[src/rtl/seq_pkg.sv]
// Shared definitions for the "1011" pattern transmitter and its matching detector.
// Holds the state encodings plus the default pattern length and value, so both ends agree.
// No logic; types and constants only.
package seq_pkg;

    localparam logic [1:0] ST_IDLE_ENC  = 2'd0;
    localparam logic [1:0] ST_SHIFT_ENC = 2'd1;
    localparam logic [1:0] ST_GAP_ENC   = 2'd2;
    localparam logic [1:0] ST_DONE_ENC  = 2'd3;

    typedef enum logic [1:0] {
        ST_IDLE  = ST_IDLE_ENC,
        ST_SHIFT = ST_SHIFT_ENC,
        ST_GAP   = ST_GAP_ENC,
        ST_DONE  = ST_DONE_ENC
    } seq_state_t;

    localparam int                     SEQ_PAT_W   = 4;
    localparam logic [SEQ_PAT_W-1:0]   SEQ_PATTERN = 4'b1011;

endpackage

[src/rtl/seq_down_counter.sv]
// Loadable down-counter with a zero flag; saturates at zero, so it never wraps.
// Latency: load/decrement take effect at the next clock edge; zero is decoded from the count register.
// No backpressure: load has priority over dec, and dec is ignored at zero.
module seq_down_counter #(
    parameter int W = 8
) (
    input  logic         clock,
    input  logic         reset_n,
    input  logic         load,
    input  logic         dec,
    input  logic [W-1:0] load_val,
    output logic         zero
);

    logic [W-1:0] cnt_q;

    // Count register: load wins, otherwise step down until zero.
    always_ff @(posedge clock or negedge reset_n) begin
        if (!reset_n) begin
            cnt_q <= '0;
        end else if (load) begin
            cnt_q <= load_val;
        end else if (dec && (cnt_q != '0)) begin
            cnt_q <= cnt_q - W'(1);
        end
    end

    assign zero = (cnt_q == '0);

endmodule

[src/rtl/seq_pattern_tx.sv]
// Serial transmitter: shifts PATTERN out MSB first, repeated repeat_cnt times (optional zero gaps: SEQ_GAP_EN).
// Latency: start sampled at edge N -> first bit in cycle N+1, done pulse the cycle after the last bit.
// No backpressure: start is only honoured in IDLE; requests while busy or in DONE are dropped.
module seq_pattern_tx
    import seq_pkg::*;
#(
    parameter int               PAT_W   = SEQ_PAT_W,
    parameter logic [PAT_W-1:0] PATTERN = SEQ_PATTERN,
    parameter int               CNT_W   = 8,
    parameter int               GAP_LEN = 2
) (
    input  logic             clock,
    input  logic             reset_n,
    input  logic             start,
    input  logic [CNT_W-1:0] repeat_cnt,
    output logic             sequence_out,
    output logic             busy,
    output logic             frame_start,
    output logic             done
);

    localparam int               IDX_W   = $clog2(PAT_W);
    localparam logic [IDX_W-1:0] IDX_MAX = IDX_W'(PAT_W - 1);

    if (PAT_W < 2) begin : g_bad_pat_w
        $error("seq_pattern_tx: PAT_W must be at least 2");
    end
    if (GAP_LEN < 1) begin : g_bad_gap_len
        $error("seq_pattern_tx: GAP_LEN must be at least 1");
    end

    seq_state_t       state_q, state_d;
    logic [IDX_W-1:0] bit_idx_q, bit_idx_d;
    logic             rep_load, rep_dec, rep_zero;
    logic             seq_d, busy_d, frame_start_d, done_d;

    // rep holds "repetitions still to go after the current one", so zero means this is the last pass.
    seq_down_counter #(.W(CNT_W)) u_rep_cnt (
        .clock    (clock),
        .reset_n  (reset_n),
        .load     (rep_load),
        .dec      (rep_dec),
        .load_val (repeat_cnt - CNT_W'(1)),
        .zero     (rep_zero)
    );

`ifdef SEQ_GAP_EN
    localparam int GAP_W = (GAP_LEN > 1) ? $clog2(GAP_LEN + 1) : 1;

    logic gap_load, gap_dec, gap_zero;

    // gap holds "gap cycles remaining after this one", loaded on GAP entry.
    seq_down_counter #(.W(GAP_W)) u_gap_cnt (
        .clock    (clock),
        .reset_n  (reset_n),
        .load     (gap_load),
        .dec      (gap_dec),
        .load_val (GAP_W'(GAP_LEN - 1)),
        .zero     (gap_zero)
    );
`endif

    // Next-state, bit index and counter controls, plus the output values for the next cycle.
    always_comb begin
        state_d   = state_q;
        bit_idx_d = bit_idx_q;
        rep_load  = 1'b0;
        rep_dec   = 1'b0;
`ifdef SEQ_GAP_EN
        gap_load  = 1'b0;
        gap_dec   = 1'b0;
`endif
        case (state_q)
            ST_IDLE: begin
                if (start && (repeat_cnt != '0)) begin
                    state_d   = ST_SHIFT;
                    bit_idx_d = IDX_MAX;
                    rep_load  = 1'b1;
                end
            end
            ST_SHIFT: begin
                if (bit_idx_q == '0) begin
                    if (rep_zero) begin
                        state_d = ST_DONE;
                    end else begin
                        rep_dec   = 1'b1;
                        bit_idx_d = IDX_MAX;
`ifdef SEQ_GAP_EN
                        state_d   = ST_GAP;
                        gap_load  = 1'b1;
`endif
                    end
                end else begin
                    bit_idx_d = bit_idx_q - IDX_W'(1);
                end
            end
`ifdef SEQ_GAP_EN
            ST_GAP: begin
                if (gap_zero) begin
                    state_d = ST_SHIFT;
                end else begin
                    gap_dec = 1'b1;
                end
            end
`endif
            ST_DONE: begin
                state_d = ST_IDLE;
            end
            default: begin
                state_d = ST_IDLE;
            end
        endcase

        // Outputs are computed from the next state so they register alongside it (pure Moore timing).
        seq_d         = (state_d == ST_SHIFT) ? PATTERN[bit_idx_d] : 1'b0;
        busy_d        = (state_d == ST_SHIFT) || (state_d == ST_GAP);
        frame_start_d = (state_d == ST_SHIFT) && (bit_idx_d == IDX_MAX);
        done_d        = (state_d == ST_DONE);
    end

    // State, bit index and output registers; reset aborts any frame without a done pulse.
    always_ff @(posedge clock or negedge reset_n) begin
        if (!reset_n) begin
            state_q      <= ST_IDLE;
            bit_idx_q    <= '0;
            sequence_out <= 1'b0;
            busy         <= 1'b0;
            frame_start  <= 1'b0;
            done         <= 1'b0;
        end else begin
            state_q      <= state_d;
            bit_idx_q    <= bit_idx_d;
            sequence_out <= seq_d;
            busy         <= busy_d;
            frame_start  <= frame_start_d;
            done         <= done_d;
        end
    end

endmodule

[config.mk]
export PLATFORM = sky130hd
export DESIGN_NAME = seq_pattern_tx
export DESIGN_NICKNAME = d
export VERILOG_FILES = /design/src/rtl/seq_pkg.sv /design/src/rtl/seq_down_counter.sv /design/src/rtl/seq_pattern_tx.sv
export SDC_FILE = /design/constraint.sdc
export NUM_CORES = 1
export LEC_CHECK = 0
export ABC_AREA = 1
export CAP_MARGIN = 40
export CORE_ASPECT_RATIO = 0.7
export CORE_MARGIN = 1.5
export CORE_UTILIZATION = 57
export DETAILED_ROUTE_END_ITERATION = 8
export PLACE_DENSITY = 0.82
export SLEW_MARGIN = 20
export SYNTH_ARGS = -nofsm -noshare
export SYNTH_HDL_FRONTEND = slang
export SYNTH_SLANG_ARGS = --single-unit
[constraint.sdc]
create_clock -name clock -period 4.65 [get_ports clock]
set_input_delay 0.93 -clock clock [delete_from_list [all_inputs] [get_ports clock]]
set_output_delay 0.93 -clock clock [all_outputs]
set_load 0.05 [all_outputs]
==> summary.md <==
| Metric | Value |
|---|---|
| Status | complete, no violations |
| GRT Max-Usage Layer | met2 |
| CTS Hold Bufs | 0 |
| Vias in the first global route | 858 |
| Critical Path AT | 2810 ps |
| Clock Sinks | 16 |
| Global routing usage on met2 | 42.86% |
| Detail Route Antenna Nets | 0 |
| Yosys top cell area share | 36.20% |
| Via count | 932 |
| Final Skew | 5.307 ps |
| Place WS | 1765 ps |
| Min Tclk post-route | 2627 ps |
| Switching Share | 20.80% |
| Internal | 0.1952 mW |
| Final hold violations | 0 |
| Cells after Synth | 141 |
| Seq/Total Area, Yosys | 36.20% |
| # resized after CTS | 0 |
| Crit path capture type | register |
| Worst VDD drop | 0.2270 mV |
| Clock power frac | 37.0% |
| Count of buffers from port buffering | 14 |
| Reg2Reg Setup Slack | 2790 ps |
| Nets | 171 |
| Setup Crit Path Kind | input port to register |
| Die area | 2218 um2 |
| Relative slew slack | 53.52% |
| Ant diodes | 0 |
| Initial antenna violation count | 0 |
| Placement Cell Area | 1244 um2 |
| First-pass GRT wire length | 3877 um |
| NetSw | 0.05126 mW |
| Fin. max-slew vios | 0 |
| Leakage power | 0.6549 nW |
| Drt wl/cell | 13.44 um |
| Gr ovfl total | 0 |
| Mapped Area | 1106 um2 |
| CTS clk-pin slew, worst paths | 90 ps |
| DP Cell Count | 174 |
| Largest net degree at the start of global routing | 17 |
| Fill count | 154 |
| Final setup fails | 0 |
| Cts bufs inserted | 3 |
| RePlAce Congestion | 0.8884 |
| Die height | 39.86 um |
| Logic pwr share | 6.6% |
| Area Overhead vs Synth | 15.72% |
| Die W | 55.65 um |
| Flop pwr share | 56.4% |
| Cell row count | 13 |
| Fin worst setup slack | 2023 ps |
| Unique masters post-synth | 24 |
| M1 GR Usage | 31.53% |
| CTS tree | yes |
| Hold Crit Class | register to register |
| M3 GR Usage | 5.941% |
| Longest Clk Path Bufs | 2 |
| I/O pin cnt | 15 |
| Worst EP required | 4830 ps |
| Unrepaired setup endpoints after global routing | false |
| Vias/cell | 5.236 |
| Gr usage total | 24.33% |
| Pre-Repair DR Iteration Count | 4 |
| DP HPWL | 1902 um |
| Fraction of layout cells with a size suffix above 1 | 19.23% |
| Total power draw | 0.2465 mW |
| DR iter-0 viols | 20 |
| Yosys top cell by area | dfrtp_1 |
| Starting Density | 60.18% |
| # Post-CTS Setup Buffers | 0 |
| Setup Total Neg Slack | 0 ps |
| Detailed Route WL | 2392 um |
| Yosys warns | 0 |
| Largest cells by area after synthesis | dfrtp_1 (36%), nand2_1 (13%), nand2_4 (8.1%) |
| Worst Setup Start Kind | input port |
| Skew-Pair Late Insertion Delay | 290 ps |
| Worst-margin pin slew | 695.0 ps |
| H-Tree Depth | 1 |
| Crit path max fanout | 12 |
| Syn_area_per_cell | 7.844 um2 |
| FF+latch count, synth | 16 |
| Final Cell Area | 1280 um2 |
| Post-Layout Cell Count | 178 |
| Root Buffer | clkbuf_4 |
| Residual DRC | 0 |
| Std-Cell Core Area | 1838 um2 |
| F_max | 380.6 MHz |
| Max-cap viol count | 0 |
| Tcrit/Tclk final | 56.50% |
| Synthesized net count | 155 |
| PwrDens | 192.5 nW/um2 |
-- cells in the mapped netlist, drive strengths merged --
library cell   n
o21ai          8
xnor2          1
nor2           9
o21bai         1
nand2         51
a21oi          1
nand4          8
or2            1
ha             3
dfrtp         16
nor4           1
nand3         11
inv           26
nand3b         1
buf            3
-- power by group through the flow --
| stage | registers, mW | logic [mW] | clock network [mW] |
|---|---|---|---|
| 6_report | 0.139 | 0.0163 | 0.0911 |
| 5_1_grt | 0.139 | 0.0180 | 0.0968 |
| 2_1_floorplan | 0.142 | 0.00489 | 0 |
| 3_5_place_dp | 0.142 | 0.0164 | 0 |
| 4_1_cts | 0.139 | 0.0164 | 0.0921 |
| 3_3_place_gp | 0.142 | 0.0158 | 0 |
-- path summary, 6_finish.rpt --
check,startpoint,to,cells after the start
setup reg to reg,u_rep_cnt.cnt_q[7],u_rep_cnt.cnt_q[1],7
setup / recovery,repeat_cnt[0],u_rep_cnt.cnt_q[4],14
min in group asynchronous,reset_n,state_q[0],1
hold reg to reg,u_rep_cnt.cnt_q[4],u_rep_cnt.cnt_q[4],2
max in group asynchronous,reset_n,u_rep_cnt.cnt_q[5],1
hold / removal,u_rep_cnt.cnt_q[4],u_rep_cnt.cnt_q[4],2
-- final cells by class --
cell class | count | area, um2 | area share, %
Multi-Input combinational cell | 96 | 578.1 | 45.16
Sequential cell | 16 | 400.4 | 31.28
Timing Repair Buffer | 14 | 140.1 | 10.95
Inverter | 26 | 97.59 | 7.625
Clock buffer | 4 | 36.28 | 2.835
Tap cell | 22 | 27.53 | 2.151
-- critical path, stage by stage --
cell	delay [ps]
clkdlybuf4s50_1	430
inv_2	70
nand2_1	60
nor2_2	160
nand2_4	110
nand3_4	170
nand2_2	90
nand2_4	90
ha_1	190
nand2_1	110
o21bai_1	160
o21ai_0	110
nand2_1	80
nand2_1	60
-- per-stage QoR --
stage | hold WS [ps] | util [%]
after floorplan | 448.9 | -
after global placement | 480.3 | 67.67
after detailed placement | 482.1 | 67.67
after CTS | 503.4 | 69.64
after global routing | 559.1 | 69.64
final | 513.0 | 69.64
-- logic make-up after synthesis --
logic type,count (synthesis),synth area share (%)
AND/OR/NAND/NOR,82,43.33
buffers and inverters,29,11.54
flip-flops,16,36.20
AO/OA/AOI/OAI,10,4.751
adder cells (fa/ha/maj),3,3.394
XOR/XNOR,1,0.7920
-- cell usage in the layout, fill, tap and decap left out, drive strengths merged --
cell	instances
clkdlybuf4s50	14
nand2	51
dfrtp	16
nor4	1
a21oi	1
nor2	9
nand3b	1
o21ai	8
or2	1
xnor2	1
o21bai	1
nand3	11
nand4	8
clkbuf	4
inv	26
ha	3
-- sequential cells by signal, indices dropped and copies added, names as in the netlist --
name,cells
bit_idx_q,2
frame_start,1
sequence_out,1
u_rep_cnt.cnt_q,8
busy,1
state_q,2
done,1
-- per-layer routing --
| metal | part of all wire, % | wire [um] |
|---|---|---|
| met4 | 0 | 0 |
| met2 | 47 | 1134 |
| met3 | 3.5 | 83 |
| met5 | 0 | 0 |
| met1 | 49 | 1174 |
Power figures use the tool's default switching activity.
